===== src/rtl/npc_pkg.sv =====
// npc_pkg: shared types and constants for the NPC front end.
//   XLEN / ILEN : address and instruction widths
//   RESET_PC    : first fetch address after reset
//   INST_NOP    : canonical NOP encoding (addi x0, x0, 0)
//   ifu_state_t : fetch unit state encoding
//   align_pc()  : clears the low two bits of a fetch address
package npc_pkg;

  localparam int unsigned XLEN = 32;
  localparam int unsigned ILEN = 32;

  localparam logic [XLEN-1:0] RESET_PC = 32'h8000_0000;
  localparam logic [ILEN-1:0] INST_NOP = 32'h0000_0013;

  localparam logic [XLEN-1:0] PC_MASK = {{(XLEN-2){1'b1}}, 2'b00};

  typedef enum logic [1:0] {
    S_IDLE = 2'd0,
    S_REQ  = 2'd1,
    S_WAIT = 2'd2,
    S_HOLD = 2'd3
  } ifu_state_t;

  // Fetches are always word aligned; misaligned targets are silently truncated.
  function automatic logic [XLEN-1:0] align_pc(input logic [XLEN-1:0] addr);
    return addr & PC_MASK;
  endfunction

endpackage


===== src/rtl/npc_ifu_if.sv =====
// npc_ifu_if: instruction memory bus between the fetch unit and imem.
//   req_valid / req_ready / req_addr : fetch request channel (valid/ready)
//   rsp_valid / rsp_data             : response channel (valid only, one per accepted request)
//   master modport : fetch unit side
//   slave  modport : memory side
interface npc_ifu_if;
  import npc_pkg::*;

  logic            req_valid;
  logic            req_ready;
  logic [XLEN-1:0] req_addr;
  logic            rsp_valid;
  logic [ILEN-1:0] rsp_data;

  modport master (
    output req_valid,
    output req_addr,
    input  req_ready,
    input  rsp_valid,
    input  rsp_data
  );

  modport slave (
    input  req_valid,
    input  req_addr,
    output req_ready,
    output rsp_valid,
    output rsp_data
  );

endinterface


===== src/rtl/npc_ifu.sv =====
// npc_ifu: instruction fetch unit. Holds the PC, issues one fetch at a time to
// imem, buffers the returned word and offers it to the IDU.
//   clk, rst_n         : clock, synchronous active-low reset
//   redirect_valid/pc  : EXU branch/jump redirect (single-cycle pulse)
//   imem               : instruction memory bus (master side)
//   inst_valid/ready   : handshake to the IDU
//   inst, inst_pc      : buffered instruction and its PC
//
// state  | meaning
// S_IDLE | just out of reset, nothing issued
// S_REQ  | request presented to imem at pc
// S_WAIT | request accepted, waiting for the response (kill marks it stale)
// S_HOLD | instruction buffered, offered to the IDU
module npc_ifu
  import npc_pkg::*;
(
  input  logic            clk,
  input  logic            rst_n,
  input  logic            redirect_valid,
  input  logic [XLEN-1:0] redirect_pc,
  npc_ifu_if.master       imem,
  output logic            inst_valid,
  input  logic            inst_ready,
  output logic [ILEN-1:0] inst,
  output logic [XLEN-1:0] inst_pc
);

  ifu_state_t      state;
  logic [XLEN-1:0] pc;
  logic            kill;
  logic [ILEN-1:0] inst_q;
  logic [XLEN-1:0] inst_pc_q;

  always_ff @(posedge clk) begin
    if (!rst_n) begin
      state     <= S_IDLE;
      pc        <= RESET_PC;
      kill      <= 1'b0;
      inst_q    <= '0;
      inst_pc_q <= '0;
    end else begin
      case (state)
        S_IDLE: begin
          if (redirect_valid) pc <= align_pc(redirect_pc);
          state <= S_REQ;
        end

        S_REQ: begin
          // pc follows a redirect even while the request is held; if the
          // request fires in the same cycle, the in-flight fetch is stale.
          if (redirect_valid) pc <= align_pc(redirect_pc);
          if (imem.req_ready) begin
            state <= S_WAIT;
            kill  <= redirect_valid;
          end
        end

        S_WAIT: begin
          if (redirect_valid) begin
            kill <= 1'b1;
            pc   <= align_pc(redirect_pc);
          end
          if (imem.rsp_valid) begin
            if (kill || redirect_valid) begin
              // Later assignment wins: a redirect landing with the response
              // still leaves kill clear for the next fetch.
              kill  <= 1'b0;
              state <= S_REQ;
            end else begin
              inst_q    <= imem.rsp_data;
              inst_pc_q <= pc;
              pc        <= pc + XLEN'(4);
              state     <= S_HOLD;
            end
          end
        end

        S_HOLD: begin
          // Redirect wins over a simultaneous IDU accept; the buffered word is dropped.
          if (redirect_valid) begin
            pc    <= align_pc(redirect_pc);
            state <= S_REQ;
          end else if (inst_ready) begin
            state <= S_REQ;
          end
        end

        default: state <= S_IDLE;
      endcase
    end
  end

  always_comb begin
    imem.req_valid = (state == S_REQ);
    imem.req_addr  = (state == S_REQ) ? pc : '0;
    inst_valid     = (state == S_HOLD) && !redirect_valid;
    inst           = (state == S_HOLD) ? inst_q : '0;
    inst_pc        = (state == S_HOLD) ? inst_pc_q : '0;
  end

endmodule


===== src/flat_wrapper.sv =====
// flat-port wrapper written by rule: the top's interface ports become plain ports
module npc_ifu_flat import npc_pkg::*;
  (clk, rst_n, redirect_valid, redirect_pc, inst_valid, inst_ready, inst, inst_pc, imem_req_valid, imem_req_addr, imem_req_ready, imem_rsp_valid, imem_rsp_data);
  npc_ifu_if imem_i ();
  input  logic clk;
  input  logic rst_n;
  input  logic redirect_valid;
  input  logic [XLEN-1:0] redirect_pc;
  output logic inst_valid;
  input  logic inst_ready;
  output logic [ILEN-1:0] inst;
  output logic [XLEN-1:0] inst_pc;
  output wire logic [$bits(imem_i.req_valid)-1:0] imem_req_valid;
  output wire logic [$bits(imem_i.req_addr)-1:0] imem_req_addr;
  input wire logic [$bits(imem_i.req_ready)-1:0] imem_req_ready;
  input wire logic [$bits(imem_i.rsp_valid)-1:0] imem_rsp_valid;
  input wire logic [$bits(imem_i.rsp_data)-1:0] imem_rsp_data;
  assign imem_req_valid = imem_i.req_valid;
  assign imem_req_addr = imem_i.req_addr;
  assign imem_i.req_ready = imem_req_ready;
  assign imem_i.rsp_valid = imem_rsp_valid;
  assign imem_i.rsp_data = imem_rsp_data;
  npc_ifu u_core (.clk(clk), .rst_n(rst_n), .redirect_valid(redirect_valid), .redirect_pc(redirect_pc), .imem(imem_i), .inst_valid(inst_valid), .inst_ready(inst_ready), .inst(inst), .inst_pc(inst_pc));
endmodule

===== config.mk =====
export PLATFORM = sky130hd
export DESIGN_NAME = npc_ifu_flat
export DESIGN_NICKNAME = d
export VERILOG_FILES = /design/src/rtl/npc_pkg.sv /design/src/rtl/npc_ifu_if.sv /design/src/rtl/npc_ifu.sv /design/src/flat_wrapper.sv
export SDC_FILE = /design/constraint.sdc
export NUM_CORES = 1
export LEC_CHECK = 0
export CAP_MARGIN = 20
export CORE_ASPECT_RATIO = 1.75
export CORE_MARGIN = 2
export CORE_UTILIZATION = 40
export DETAILED_ROUTE_END_ITERATION = 10
export GPL_TIMING_DRIVEN = 0
export HOLD_SLACK_MARGIN = 0.08
export PLACE_DENSITY = 0.72
export SETUP_SLACK_MARGIN = 0.05
export SLEW_MARGIN = 5
export SYNTH_ARGS = -nofsm -noshare
export SYNTH_HDL_FRONTEND = slang
export SYNTH_SLANG_ARGS = --single-unit

===== constraint.sdc =====
create_clock -name clk -period 2.65 [get_ports clk]
set_clock_uncertainty 0.1 [all_clocks]
set_input_delay 0.6625 -clock clk [delete_from_list [all_inputs] [get_ports clk]]
set_output_delay 0.6625 -clock clk [all_outputs]
set_load 0.02 [all_outputs]

==> results of run 1 <==
==> power groups by stage <==
stage | clock, mW | sequential [mW] | combinational (mW)
after detailed placement | 0 | 1.62 | 0.464
after floorplan | 0 | 1.60 | 0.237
after global placement | 0 | 1.62 | 0.455
after CTS | 1.34 | 1.59 | 0.459
after global routing | 1.39 | 1.60 | 0.499
final | 1.32 | 1.60 | 0.464
==> cell usage in the layout, fill, tap and decap left out, drive strengths merged, types with 13 or more instances in the layout <==
master,Yosys,layout
nand2,154,154
dfxtp,99,99
and2,98,98
a21oi,83,83
clkbuf,42,82
clkdlybuf4s50,0,69
dlygate4sd2,0,34
clkdlybuf4s15,0,28
nor2,15,15
nand3,15,15
nand4,14,14
o21ai,13,13
buf,5,13
==> stage by stage <==
step	area, um2	hold WS (ps)	utilization (%)
after global placement	6850	337	55.4
final	7090	348	57.3
after floorplan	5000	332	-
after CTS	7190	352	58.2
after detailed placement	6860	343	55.5
after global routing	7090	367	57.3
==> flip-flops by register name (all words and copies together), names as in the netlist <==
| signal | count |
|---|---|
| u_core.inst_pc_q | 32 |
| u_core.inst_q | 32 |
| u_core.pc | 32 |
| u_core.state | 2 |
| u_core.kill | 1 |
==> routing by layer <==
metal | global-route usage [%] | routed length, um | vias up | share of wire [%]
li1 | - | - | 2570 | -
met1 | 24.6 | 5960 | 2458 | 36
met2 | 46.0 | 9040 | 181 | 55
met3 | 2.61 | 882 | 37 | 5.4
met4 | 12.0 | 567 | 0 | 3.4
met5 | 0 | 0 | - | 0
==> what timing repair did <==
item | CTS | global route
buffers inserted | 0 | 5
cloned | 0 | 0
endpoints found under the setup margin | 162 | 144
resized for setup | 198 | 54
pin swaps | 0 | 1
==> critical path: stages <==
cell and delay (ps):
clkdlybuf4s50_1 480, clkbuf_8 210, nor2b_1 160, clkdlybuf4s15_2 300
==> how the worst min path moves through the flow <==
stage	endpoint	slack [ps]	cells after the start
global placement	u_core.inst_pc_q[1]$_SDFFE_PN0P_	340	2
floorplan	u_core.inst_pc_q[0]$_SDFFE_PN0P_	330	2
global route	u_core.inst_q[5]$_SDFFE_PN0P_	370	2
CTS	u_core.inst_pc_q[6]$_SDFFE_PN0P_	350	2
finish	u_core.inst_pc_q[5]$_SDFFE_PN0P_	350	2
detailed placement	u_core.inst_pc_q[0]$_SDFFE_PN0P_	340	2
==> cell families after synthesis <==
logic type / count (synthesis)
compound gates: 125
mux: 11
xor+xnor: 12
fa+ha+maj: 6
flops: 99
buf+inv: 59
simple gates: 340
==> layout make-up <==
| type | count | area (um2) | area share [%] |
|---|---|---|---|
| Buffer | 46 | 244 | 3.44 |
| Clock buffer | 11 | 233 | 3.28 |
| Clock inverter | 5 | 61.3 | 0.865 |
| Inverter | 12 | 45.0 | 0.635 |
| Multi-Input combinational cell | 494 | 2800 | 39.5 |
| Sequential cell | 99 | 1980 | 28.0 |
| Tap cell | 168 | 210 | 2.96 |
| Timing Repair Buffer | 170 | 1510 | 21.3 |
==> flow_metrics.tcl, run 1 <==
set metrics [dict create \
    status "finished clean" \
    firstDrtPassIters 4 \
    synthTopCellsByArea "dfxtp_1 (40%), and2_1 (12%), nand2_1 (12%), a21oi_1 (8.3%), clkbuf_1 (2.9%)" \
    drive_gt1_share_pct 14.5 \
    synth.most_common_cell "nand2_1" \
    finalPower_mw 3.38 \
    synth_top_family_by_area "simple AND/OR/NAND/NOR gates" \
    drt-initial-drc-count 282 \
    wirelength_um 16500 \
    die_h_um 152 \
    p_switching_mw 0.887 \
    n_antenna_cell 0 \
    vias_per_cell 5.22 \
    grt_pass1_wl_um 25300 \
    worstMarginPinSlew_ps 624 \
    cts_buffers 9 \
    synth_edf_count 0 \
    yosys_warnings 0 \
    r2r_start "u_core.state[0]$_SDFFE_PN0P_" \
    syn_area_per_cell_um2 7.67 \
    core_area_um2 12400 \
    ctsLongestPathBuffers 2 \
    dp.cells 985 \
    drv_cap 0 \
    hold_path.class "reg2reg" \
    r2r_cells 8 \
    setup_viol 0 \
    synth_cells 652 \
    critical_path_class "in2out" \
    synthesis.area_um2 5000 \
    clock_latency_ps 340 \
    dpl.hpwl_um 12500 \
    postSynthNetCount 728 \
    netlist-cell-type-count 55 \
    antenna_found_initial 0 \
    cts-root-buf "clkbuf_16" \
    nets 908 \
    vdd_drop_max_v 0.000327 \
    worst_ep_required_time_ps 1890 \
    ys_ff_latch 99 \
    crit_arrival_ps 1820 \
    p_seq_share_pct 47.3 \
    worst_slack_ps 70.6 \
    startpoint_type "primary input" \
    startpoint "redirect_valid" \
    synth_xor_area_share_pct 2.10 \
    r2r_setup_slack_ps 440 \
    cts.sinks 99 \
    grt_pass1_vias 5121 \
    critical_path_peak_fanout 10 \
    report.final.slew_viol_count 0 \
    row_count 54 \
    final-instance-count-excl-fill 1005 \
    die_x_um 88.5 \
    p_sw_share_pct 26.3 \
    final_hold_viol_count 0 \
    post-route-period-util_pct 97.3 \
    ys.flop_type "dfxtp_1" \
    hold_buffers 0 \
    ios 168 \
    ys_seq_area_share_pct 39.6 \
    vias 5246 \
    max_freq_mhz 388 \
    num-fill-cells 1219 \
    start_util_pct 40.4 \
    track_usage_pct 24.1 \
    cts.clk_slew.worst_paths_ps 60 \
    p_int_mw 2.49 \
    async_flop_share_pct 0 \
    fin_crit_ps 2580 \
    yosys.area_share.simple_pct 35.0 \
    drcViolationCount 0 \
    synth-adder-area-share_pct 1.50 \
    synthMuxAreaShare_pct 2.30 \
    synth_compound_area_share_pct 14.3 \
    cts_tree "built" \
    h-tree-depth 3 \
    io_buffer_count 164 \
    worstReg2RegEnd "u_core.pc[13]$_SDFF_PN0_" \
    fin_tns_setup_ps 0 \
    antenna_left 0 \
    p_clk_share_pct 39.0 \
    max_slew_margin_pct 58.4 \
    end_kind "output pin" \
    powerDensity_nw_per_um2 476 \
    gr-total-overflow 0 \
    syn_to_final_growth_pct 41.8 \
    dp_slack_ps -767 \
    yosysTopAreaCell "dfxtp_1" \
    rsz0062_at_grt "true" \
    hold_start "u_core.inst_pc_q[5]$_SDFFE_PN0P_" \
    post_drt_wl_per_cell_um 16.4 \
    leakage_nw 2.80 \
    crit_end "inst_valid" \
    finalWeightedCongestion 0.895 \
    grt_max_degree 17 \
    die_area_um2 13400 \
    netlist.area_leader.share_pct 39.6 \
    p_comb_share_pct 13.7 \
    ys_top_cells_by_count "nand2_1 (154), dfxtp_1 (99), and2_1 (97)" \
]
No activity file was read; power rests on OpenSTA's default activity.
==> run 2: changes to the inputs <==
--- a/config.mk
+++ b/config.mk
@@ -10,6 +10,7 @@
 export CORE_MARGIN = 2
 export CORE_UTILIZATION = 40
 export DETAILED_ROUTE_END_ITERATION = 10
+export GPL_ROUTABILITY_DRIVEN = 1
 export GPL_TIMING_DRIVEN = 0
 export HOLD_SLACK_MARGIN = 0.08
 export PLACE_DENSITY = 0.72
==> results of run 2 <==
Final layout, timing and power as in run 1 (identical DEF).
